==> config.mk <==
export PLATFORM = sky130hd
export DESIGN_NAME = uart_rx
export DESIGN_NICKNAME = d
export VERILOG_FILES = /design/src/rtl/uart_rx.sv
export SDC_FILE = /design/constraint.sdc
export NUM_CORES = 1
export LEC_CHECK = 0
export CORE_MARGIN = 2
export CORE_UTILIZATION = 40
export CTS_CLUSTER_DIAMETER = 150
export DETAILED_ROUTE_END_ITERATION = 6
export SLEW_MARGIN = 20
export SYNTH_ARGS = -nofsm -noshare
export SYNTH_HDL_FRONTEND = slang
export SYNTH_SLANG_ARGS = --single-unit
==> constraint.sdc <==
create_clock -name clk -period 2.48 [get_ports clk]
set_clock_uncertainty 0.2 [all_clocks]
set_input_delay 0.496 -clock clk [delete_from_list [all_inputs] [get_ports clk]]
set_output_delay 0.496 -clock clk [all_outputs]
set_load 0.05 [all_outputs]
==> src/rtl/uart_rx.sv <==
// UART receiver: 8N1-style framing (1 start, DATA_WIDTH data LSB-first, 1 stop, idle high).
// Two-flop line synchronizer, start-bit validation at mid-bit, one-cycle valid/frame_error pulses.
module uart_rx #(
  parameter int unsigned CLK_FREQ   = 38400,
  parameter int unsigned BAUDRATE   = 9600,
  parameter int unsigned DATA_WIDTH = 8
) (
  input  logic                  clk,
  input  logic                  rst_n,
  input  logic                  line,
  output logic [DATA_WIDTH-1:0] data,
  output logic                  valid,
  output logic                  frame_error,
  output logic                  busy
);

  localparam int unsigned CLKS_PER_BIT = CLK_FREQ / BAUDRATE;
  localparam int unsigned HALF_BIT     = CLKS_PER_BIT / 2;
  localparam int unsigned CntW         = $clog2(CLKS_PER_BIT);
  localparam int unsigned IdxW         = (DATA_WIDTH > 1) ? $clog2(DATA_WIDTH) : 1;

  localparam logic [CntW-1:0] CntHalf = CntW'(HALF_BIT - 1);
  localparam logic [CntW-1:0] CntLast = CntW'(CLKS_PER_BIT - 1);
  localparam logic [IdxW-1:0] IdxLast = IdxW'(DATA_WIDTH - 1);

  typedef enum logic [2:0] {StIdle, StStart, StData, StStop, StWaitIdle} state_e;

  state_e                state_q, state_d;
  logic [CntW-1:0]       cnt_q, cnt_d;
  logic [IdxW-1:0]       idx_q, idx_d;
  logic [DATA_WIDTH-1:0] shift_q, shift_d;
  logic [DATA_WIDTH-1:0] data_q, data_d;
  logic                  valid_q, valid_d;
  logic                  frame_error_q, frame_error_d;
  logic [1:0]            sync_q;
  logic                  line_s;

  // Sync flops reset to idle-high so reset never looks like a start bit.
  always_ff @(posedge clk) begin
    if (!rst_n) begin
      sync_q <= 2'b11;
    end else begin
      sync_q <= {sync_q[0], line};
    end
  end

  assign line_s = sync_q[1];

  always_ff @(posedge clk) begin
    if (!rst_n) begin
      state_q       <= StIdle;
      cnt_q         <= '0;
      idx_q         <= '0;
      shift_q       <= '0;
      data_q        <= '0;
      valid_q       <= 1'b0;
      frame_error_q <= 1'b0;
    end else begin
      state_q       <= state_d;
      cnt_q         <= cnt_d;
      idx_q         <= idx_d;
      shift_q       <= shift_d;
      data_q        <= data_d;
      valid_q       <= valid_d;
      frame_error_q <= frame_error_d;
    end
  end

  always_comb begin
    state_d       = state_q;
    cnt_d         = cnt_q;
    idx_d         = idx_q;
    shift_d       = shift_q;
    data_d        = data_q;
    valid_d       = 1'b0;
    frame_error_d = 1'b0;

    unique case (state_q)
      StIdle: begin
        if (!line_s) begin
          state_d = StStart;
          cnt_d   = '0;
        end
      end

      StStart: begin
        if (cnt_q == CntHalf) begin
          if (!line_s) begin
            state_d = StData;
            cnt_d   = '0;
            idx_d   = '0;
          end else begin
            state_d = StIdle;
          end
        end else begin
          cnt_d = cnt_q + CntW'(1);
        end
      end

      StData: begin
        if (cnt_q == CntLast) begin
          // LSB-first: new bit enters at the top and walks down to bit 0.
          shift_d                 = shift_q >> 1;
          shift_d[DATA_WIDTH-1]   = line_s;
          cnt_d                   = '0;
          if (idx_q == IdxLast) begin
            state_d = StStop;
          end else begin
            idx_d = idx_q + IdxW'(1);
          end
        end else begin
          cnt_d = cnt_q + CntW'(1);
        end
      end

      StStop: begin
        if (cnt_q == CntLast) begin
          cnt_d = '0;
          if (line_s) begin
            data_d  = shift_q;
            valid_d = 1'b1;
            state_d = StIdle;
          end else begin
            frame_error_d = 1'b1;
            state_d       = StWaitIdle;
          end
        end else begin
          cnt_d = cnt_q + CntW'(1);
        end
      end

      StWaitIdle: begin
        if (line_s) begin
          state_d = StIdle;
        end
      end

      default: state_d = StIdle;
    endcase
  end

  assign data        = data_q;
  assign valid       = valid_q;
  assign frame_error = frame_error_q;
  assign busy        = (state_q != StIdle);

endmodule

==> impl_metrics.csv <==
group,metric,value,unit
clock_network,worst_skew_pair.late_latency,320,ps
floorplanning,ios,14,
clock_network,postCtsHoldBufs,0,
synth,avgSynthCellArea,9.25,um2
routing,firstDrtPassIters,4,
finish,nets,152,
placed_design,placed_cell_area,1360,um2
finish,finish.instance_area,1420,um2
placed_design,dp_hpwl,1580,um
clock_network,cts_tree,"yes",
grt,grt.total_usage,14.4,%
synth,syn_area,1220,um2
timing,fmax,0.458,GHz
finish,num_antenna_cells,0,
floorplanning,initial_core_util,41.0,%
power,power-per-cell-area,560,nW/um2
clock_network,clock-sinks,28,
synth,async_reset_ff_share,0,%
run_status,outcome,"complete, no violations",
timing,setup_viol,0,
routing,via_per_inst,5.38,
timing,hold_viol,0,
synth,synth_flop_cell,"dfxtp_1",
timing,rsz0062_at_grt,"no",
power,power.leakage,0.000498,uW
synth,synth.area.top_cells,"dfxtp_1, mux2i_1, ha_1",
synth,synth_cell_types,33,
worst_setup_path,worstSetupPathType,"reg2out",
job,cap_violations,0,
routing,ant_nets,0,
floorplanning,die-height,59.3,um
synth,synth_common_cells,"dfxtp_1, nor2_1, a21oi_1, mux2i_1, nand3_1",
worst_setup_path,path_cells,"clkdlybuf4s50_1",
synth,yosysTopAreaCell,"dfxtp_1",
clock_network,cts_buffers,3,
worst_setup_path,path_max_fanout,2,
timing,min_period,2180,ps
clock_network,clk_pin_slew_worst_paths,150,ps
worst_setup_path,cp.buffers_inverters,1,
floorplanning,die-area,3510,um2
routing,drc,0,
worst_setup_path,critPathSlowestCell,"clkdlybuf4s50_1",
timing,tightest_slew,516,ps
worst_setup_path,cp.required,1780,ps
grt,grt_max_degree,18,
synth,synth_most_common_cell,"dfxtp_1",
synth,synth.net_count,140,
worst_setup_path,cp.arrival,1490,ps
clock_network,cts_buffer_depth,2,
finish,drive_above_1_share,7.69,%
timing,min_period_over_period,88.1,%
grt,grt_pass1_vias,903,
min_path,hp-class,"reg2reg",
finish,area_growth,15.9,%
placed_design,place_congestion,0.743,
worst_setup_path,start_kind,"flip-flop",
floorplanning,core-area,2980,um2
grt,grt_overflow_total,0,
grt,grt_first_pass_wirelength,3860,um
worst_setup_path,critical-path-max-stage-delay,810,ps
routing,drt_iter0_drc,21,
synth,synth-edff-count,0,
synth,synth-seq-cells,28,
clock_network,post_cts_buffers,0,
clock_network,cts_resized,0,
power,peakVddDrop,0.233,mV
placed_design,port_buffers,13,
worst_setup_path,cp-end-kind,"output port",
clock_network,cts-root-buf,"clkbuf_4",
routing,drt-total-wl,2240,um
synth,ys.warnings.count,0,
floorplanning,fp.dieW,59.3,um
worst_setup_path,path_delay_family,"buffers and inverters",
routing,vias,946,
floorplanning,rows,20,
timing,setup_tns,0,ps
grt,antenna_found_initial,0,
routing,routedWlPerCell,12.8,um
synth,synthCells,132,
timing,timing.slew.headroom,65.5,%
power,total_power,793,uW
synth,netlist.area_leader.share,45.9,%
synth,seq_area_frac_synth,45.9,%
timing,finalMaxSlewViolations,0,
clock_network,cts_max_level,1,
## path summary, 6_finish.rpt
path	startpoint	cells after the start	slack [ps]	to
setup / recovery	data[6]	1	300	data[6]
hold / removal	sync_q[0]	1	230	sync_q[1]
setup reg to reg	cnt_q[0]	4	660	shift_q[7]
hold reg to reg	sync_q[0]	1	230	sync_q[1]
## layout make-up
class / count / area [um2]
Sequential cell: 28 / 561
Multi-Input combinational cell: 90 / 592
Timing Repair Buffer: 16 / 150
Tap cell: 33 / 41.3
Fill cell: 306 / 1560
Inverter: 5 / 18.8
Clock buffer: 3 / 22.5
Clock inverter: 1 / 30.0
## sequential cells by signal, summed over array words and instances (netlist names)
register     flops
data             8
shift_q          8
idx_q            3
state_q          3
cnt_q            2
sync_q           2
frame_error      1
valid            1
## cell usage in the layout (no fill, tap or decap), drive strengths merged, types with 3 or more instances in the layout
cell            n
a21oi          12
buf             4
clkbuf          3
clkdlybuf4s50  12
dfxtp          28
ha              5
inv             5
mux2i          11
nand2           7
nand2b          4
nand3          10
nor2           12
o21ai           9
or3             3
## through the flow
stage | setup slack (ps) | hold slack (ps) | utilization [%] | instances
5_1_grt | 224 | 289 | 47.5 | 176
3_3_place_gp | 677 | 189 | 45.8 | 172
2_1_floorplan | 729 | 186 | - | 132
6_report | 296 | 232 | 47.5 | 176
3_5_place_dp | 599 | 201 | 45.8 | 172
4_1_cts | 278 | 238 | 47.5 | 176
## worst reg2reg max path: stages (launching register included)
cell	delay (ps)
dfxtp_1	440
ha_1	260
and4bb_1	520
mux2i_1	250
nor2_1	60
## power by group
part / total (uW) / internal, uW / switching [uW] / leakage (uW)
clock: 295 / 163 / 132 / 0.0000279
combinational: 39.0 / 16.2 / 22.8 / 0.000244
sequential: 459 / 454 / 5.02 / 0.000226
total: 793 / 633 / 159 / 0.000498
## layer usage
layer	track usage (%)	part of all wire [%]	vias up
met4	6.82	0.94	0
met5	0	0	-
met2	25.4	51	9
li1	-	-	487
met3	2.62	1.9	2
met1	16.6	46	448
## cell families (layout without fill, tap and decap cells)
logic type	count (synthesis)	in the layout	share of synthesized area (%)
AOI/OAI and AO/OA	26	26	12.0
adders and majority gates	5	5	5.12
buffers and inverters	14	25	5.63
DFF	28	28	45.9
muxes	12	12	9.94
and+or+nand+nor	47	47	21.4
No activity file was read; power rests on OpenSTA's default activity.
